File: src/rtl/wb_gpio_pulse.sv
// wb_gpio_pulse: Wishbone GPIO with set/clr/toggle, one-shot pulse engine, synchronised input and rising-edge irq
//   clk, rst             system clock, asynchronous active-high reset
//   wb_adr_i..wb_ack_o   Wishbone slave, single-cycle ack, registered read data, adr[5:2] decoded
//   gpio_in              asynchronous pin inputs
//   gpio_out             out_reg OR'ed with the pulse mask while the pulse counter runs
//   gpio_oe              per-bit output enable (DIR register)
//   irq                  registered OR of enabled edge status bits
module wb_gpio_pulse #(
    parameter int GPIO_WIDTH  = 8,
    parameter int PULSE_CW    = 16,
    parameter int SYNC_STAGES = 2
) (
    input  logic                  clk,
    input  logic                  rst,
    input  logic [31:0]           wb_adr_i,
    input  logic [31:0]           wb_dat_i,
    output logic [31:0]           wb_dat_o,
    input  logic                  wb_we_i,
    input  logic                  wb_stb_i,
    input  logic                  wb_cyc_i,
    output logic                  wb_ack_o,
    input  logic [GPIO_WIDTH-1:0] gpio_in,
    output logic [GPIO_WIDTH-1:0] gpio_out,
    output logic [GPIO_WIDTH-1:0] gpio_oe,
    output logic                  irq
);
    localparam int GW = GPIO_WIDTH;
    logic [GW-1:0]                  r_out, r_dir, r_mask, r_edge, r_en, r_prev;
    logic [SYNC_STAGES-1:0][GW-1:0] r_sync;
    logic [PULSE_CW-1:0]            r_cnt, r_plen;
    logic [31:0]                    r_dat;
    logic                           r_ack, r_irq;
    logic                           w_acc, w_wr, w_active, w_pls, w_unused;
    logic [3:0]                     w_sel;
    logic [GW-1:0]                  w_d, w_sync, w_rise, w_w1c;
    logic [31:0]                    w_rdata;
    assign w_acc    = wb_stb_i & wb_cyc_i & ~r_ack;
    assign w_wr     = w_acc & wb_we_i;
    assign w_sel    = wb_adr_i[5:2];
    assign w_d      = wb_dat_i[GW-1:0];
    assign w_active = r_cnt != '0;
    // a zero pulse length would never assert the pins, so the write is dropped entirely
    assign w_pls    = w_wr && w_sel == 4'd6 && r_plen != '0;
    assign w_sync   = r_sync[SYNC_STAGES-1];
    assign w_rise   = w_sync & ~r_prev;
    assign w_w1c    = (w_wr && w_sel == 4'd8) ? w_d : '0;
    assign w_unused = ^{wb_adr_i[31:6], wb_adr_i[1:0], wb_dat_i};
    assign gpio_out = r_out | (w_active ? r_mask : '0);
    assign gpio_oe  = r_dir;
    assign wb_dat_o = r_dat;
    assign wb_ack_o = r_ack;
    assign irq      = r_irq;
    always_comb begin
        w_rdata = '0;
        case (w_sel)
            4'd0: w_rdata[GW-1:0] = r_out;
            4'd4: w_rdata[GW-1:0] = r_dir;
            4'd5: w_rdata[GW-1:0] = w_sync;
            4'd6: w_rdata[GW-1:0] = w_active ? r_mask : '0;
            4'd7: w_rdata[PULSE_CW-1:0] = r_plen;
            4'd8: w_rdata[GW-1:0] = r_edge;
            4'd9: w_rdata[GW-1:0] = r_en;
            default: w_rdata = '0;
        endcase
    end
    always_ff @(posedge clk or posedge rst) begin
        if (rst) begin
            r_out  <= '0;
            r_dir  <= '0;
            r_mask <= '0;
            r_edge <= '0;
            r_en   <= '0;
            r_prev <= '0;
            r_sync <= '0;
            r_cnt  <= '0;
            r_plen <= '0;
            r_dat  <= '0;
            r_ack  <= 1'b0;
            r_irq  <= 1'b0;
        end else begin
            r_ack  <= w_acc;
            if (w_acc) r_dat <= w_rdata;
            r_sync <= {r_sync[SYNC_STAGES-2:0], gpio_in};
            r_prev <= w_sync;
            // a rise arriving with a clear on the same bit keeps the bit set
            r_edge <= (r_edge & ~w_w1c) | w_rise;
            r_irq  <= |(r_edge & r_en);
            if (w_wr)
                case (w_sel)
                    4'd0: r_out  <= w_d;
                    4'd1: r_out  <= r_out | w_d;
                    4'd2: r_out  <= r_out & ~w_d;
                    4'd3: r_out  <= r_out ^ w_d;
                    4'd4: r_dir  <= w_d;
                    4'd7: r_plen <= wb_dat_i[PULSE_CW-1:0];
                    4'd9: r_en   <= w_d;
                    default: ;
                endcase
            // retrigger reloads the shared counter, extending every bit already in the mask
            if (w_pls) begin
                r_cnt  <= r_plen;
                r_mask <= r_mask | w_d;
            end else if (w_active) begin
                r_cnt <= r_cnt - 1'b1;
                if (r_cnt == PULSE_CW'(1)) r_mask <= '0;
            end
        end
    end
endmodule

File: config.mk
export PLATFORM = sky130hd
export DESIGN_NAME = wb_gpio_pulse
export DESIGN_NICKNAME = d
export VERILOG_FILES = /design/src/rtl/wb_gpio_pulse.sv
export SDC_FILE = /design/constraint.sdc
export NUM_CORES = 1
export LEC_CHECK = 0
export BUFFER_PORTS_ARGS = -buffer_cell sky130_fd_sc_hd__buf_4
export CORE_AREA = 3 3 116 118
export CTS_CLUSTER_SIZE = 40
export DETAILED_ROUTE_END_ITERATION = 8
export DIE_AREA = 0 0 119 121
export PLACE_DENSITY = 0.67
export SLEW_MARGIN = 20
export SYNTH_ARGS = -nofsm -noshare
export SYNTH_HDL_FRONTEND = slang
export SYNTH_SLANG_ARGS = --single-unit
File: constraint.sdc
create_clock -name clk -period 10.9 [get_ports clk]
set_clock_uncertainty 0.1 [all_clocks]
set_input_delay 1.09 -clock clk [delete_from_list [all_inputs] [get_ports clk]]
set_output_delay 1.09 -clock clk [all_outputs]
set_load 0.01 [all_outputs]
After elaboration in Yosys (flattened, before gate mapping):

Index checks and enable logic that the tools add are counted.

* bits in registers: 114
* output and inout bits: 50
* word-level logic and storage cells: 65

* $add $sub $neg: 1
* equality and inequality tests: 10
* multiplexer cells: 10
* bitwise operators: 16
* reductions and logical operators: 15

Operator list (count)
* $pmux W8 S7: 1
* $mux W8: 6
* $and A8 B8 Y8: 4
* $mux W16: 2
* $or A8 B8 Y8: 4
* $pmux W8 S4: 1
* $reduce_bool A16 Y1: 2
* $not A8 Y8: 3
* $eq A16 B1 Y1 const B: 1
* $eq A4 B3 Y1 const B: 4
* $sub A16 B1 Y16 const B: 1
* $reduce_and A2 Y1: 5
* $eq A4 B2 Y1 const B: 2
* $eq A4 B4 Y1 const B: 2
* $reduce_or A8 Y1: 1
* $xor A8 B8 Y8: 1
* $eq A4 B1 Y1 const B: 1
* $logic_not A4 Y1: 1
* $reduce_bool A2 Y1: 2
* $reduce_bool A4 Y1: 1
* $and A1 B1 Y1: 3
* $logic_and A1 B1 Y1: 3
* $not A1 Y1: 1

Logic depth before layout (Yosys ltp):

* word-level depth: 8
* depth in mapped cells: 8

Worst setup path before layout:

No wires, ideal clock.

* kind: register to output
* from: register r_cnt[0]
* to: output gpio_out[0]
* data arrival time: 1836 ps
* data required time: 9710 ps
* setup slack: 7874 ps
* cell stages (with the launch flop): 9
* cells stage by stage: dfrtp_1 -> inv_1 -> ha_1 -> or3b_4 -> nor2_1 -> nand2_2 -> buf_2 -> nand2_1 -> nand2_1

* word-level cells in the longest chain between the ends: 3

RTL lines
* start, declared: line 30 `logic [PULSE_CW-1:0] r_cnt, r_plen;`
* start signal, assigned: line 101 `r_cnt <= r_plen;`
* start signal, assigned: line 104 `r_cnt <= r_cnt - 1'b1;`
* $reduce_bool A16 Y1: line 41 `assign w_active = r_cnt != '0;`
* $mux W8: line 48 `assign gpio_out = r_out | (w_active ? r_mask : '0);`
* $or A8 B8 Y8: line 48
* end, declared: line 23 `output logic [GPIO_WIDTH-1:0] gpio_out,`

Every way passes these cells.

Worst setup path after layout:

* from: register r_cnt[1]
* to: output gpio_out[5]

The elaborated chain is that of the path after synthesis.

==> run metrics <==
num rows 41; Starting DRT DRC Count 400; Via density 5.45; Routed Wire Length about 14000 µm; #FFs+latches synth between 100 and 150; most common cell after layout, fill and taps aside dfrtp_1; Least-Margin Pin Slew 935 ps; first-pass GRT wire length 22500 µm; mapped cell area between 5000 and 6000 µm²; PortBufs 66; Startpoint Class register; Post-synth EDFFs 0; FMAX 253 MHz; Root Buffer clkbuf_16; CTS Hold Bufs 0; RSZ-0062 raised after global routing false; Comb power frac 18.6%; async set-reset flop share out of synthesis 100%; cts bufs inserted 17; GPL Wtd Cong ~0.89; GR Layer Usage met3 5.59%; number of synthesis warnings 0; sequential area share after synthesis 51.4%; core area about 13000 µm²; Slew Limit Headroom 36.8%; reg2reg path depth 4; GR peak layer met2; vias in the first global route 4331; Crit Path Max Fanout 16; setup fix buffers added after clock tree synthesis 0; min Tclk post-route 3960 ps; total number of vias ~4200; Starting Density 44.1%; area delta synth->final 20.8%; layout cells sized above 1 25.4%; Tcrit/Tclk final 36.3%; pwr dens 202 nW/µm²; Crit. Startpoint r_cnt[1]; gr ovfl total 0; min-delay worst type register to register; final slew viol count 0; Leak 0.00323 µW; Post-Place Cell Area ~6100 µm²; reg2reg end r_cnt[1]; Arrival @ worst endpoint about 2800 ps; Int Power 971 µW; placed cells ~750; Post-Syn Instances 531; FF-to-FF Start wb_ack_o; Worst VDD drop 0.118 mV; Seq pwr share 40.7%; Synth cell types 54; most frequent cells in the layout dfrtp_1 (114), nand2_1 (82), buf_4 (66); hpwl dp roughly 9600 µm; H-tree levels 4; Finished Layout Cells 779; critical path class register to primary output; switch share between 20% and 30%; CTS tree built; Hold Crit Start r_sync[1]; I/O Pins 127; Final setup viols 0; setup TNS 0 ps; CTS sink count 114; clock latency on the worst-skew pair 410 ps; Endpoint, Worst Hold w_sync[1]; # resized after CTS 0; met2 usage about 32%; Layout Nets slightly below 700; gr usage total 20.2%; Die ar. 14400 µm²; # DRC 0; Main synth FF type dfrtp_1; M1 GR Usage a little over a quarter; reg2reg setup slack 7920 ps; Final Power 1350 µW; Clock power frac 40.7%; clock tree buffer depth 2; TritonRoute pass-1 iters 5; initial antenna violation count 0; Detail Route Antenna Nets 0; Final Hold Fails 0; sw power 380 µW; DIE WIDTH 119 µm; max_cap viols 0; drt wl/cell 17.7 µm; outcome finished clean; largest net degree at the start of global routing 86; Die Y 121 µm; Worst EP required between 9000 and 10000 ps; CP endpoint kind primary output; clk slew on worst S/H paths 50 ps; hold path depth 0; Finished Cell Area approximately 6700 µm²; antenna cells 0; syn avg cell area 10.4 µm²
## through the flow
step                      hold slack, ps  setup WS, ps  util (%)
after floorplan                      231          6690         -
after CTS                            246          6940      53.3
after global placement               233          6880      48.6
after detailed placement             235          6900      48.6
after global routing                 250          6710      53.3
final                                246          6940      53.3
## per-layer routing
layer	share of wire, %	wire (µm)
met2	48	6610
met4	1.2	159
met5	0	0
met3	7.5	1040
met1	43	6000
## worst max-delay path: stages, from the launching register on
cell	delay, ps
dfrtp_1	400
inv_1	110
ha_1	230
or3b_4	430
nor2_1	420
nand2_2	340
nand2_1	210
nand2_1	90
buf_4	150
## power by group through the flow
stage               Sequential, µW  Combinational (µW)  Clock (µW)
floorplan                      540                 172           0
global placement               551                 238           0
detailed placement             555                 250           0
CTS                            549                 252         560
global route                   558                 282         583
finish                         550                 252         549
## area by class of cell
type	count	area, µm²
clock buffers	21	450
clock inverters	11	136
fillers	1097	5870
inverters	39	149
multi-input cells	355	2390
flip-flops and latches	114	2850
well taps	172	215
repair buffers	67	507
## worst max path at each step
stage                             end  slack (ps)
after CTS                 gpio_out[3]        6940
final                     gpio_out[5]        6940
after floorplan            gpio_oe[0]        6690
after detailed placement     r_cnt[1]        6900
after global placement       r_cnt[1]        6880
after global routing      gpio_out[2]        6710
## cell usage after synthesis, drive strengths merged, types with 3 or more instances
cell | number | area share (%)
a21oi | 19 | 1.7
a221oi | 4 | 0.63
a222oi | 3 | 0.54
a22oi | 11 | 1.5
a31oi | 4 | 0.45
a32oi | 4 | 0.63
buf | 27 | 3.1
clkbuf | 11 | 0.74
dfrtp | 114 | 51
ha | 18 | 4.1
inv | 38 | 2.6
mux2 | 39 | 7.9
mux2i | 4 | 0.72
mux4 | 7 | 2.8
nand2 | 83 | 5.7
nand3 | 14 | 1.3
nand4 | 6 | 0.68
nor2 | 29 | 2.0
nor2b | 4 | 0.45
nor3 | 6 | 0.54
nor3b | 3 | 0.61
nor4 | 7 | 0.90
o21ai | 40 | 3.6
or4 | 3 | 0.61
xnor2 | 4 | 0.63
xor2 | 3 | 0.47
## logic make-up after synthesis
family | synth area share, %
buffers and inverters | 6.50
other | 0.0676
AND/OR/NAND/NOR | 14.5
multiplexers | 11.5
AO/OA/AOI/OAI | 10.9
flip-flops | 51.4
adder cells (fa/ha/maj) | 4.06
XOR/XNOR | 1.11
## registers in the layout, indices dropped and copies added (netlist names)
| signal | count |
|---|---|
| gpio_oe | 8 |
| wb_dat_o | 16 |
| r_sync | 8 |
| r_prev | 8 |
| r_out | 8 |
| w_sync | 8 |
| wb_ack_o | 1 |
| r_en | 8 |
| irq | 1 |
| r_edge | 8 |
| r_cnt | 16 |
| r_plen | 16 |
| r_mask | 8 |
(Power assumes the default switching activity.)
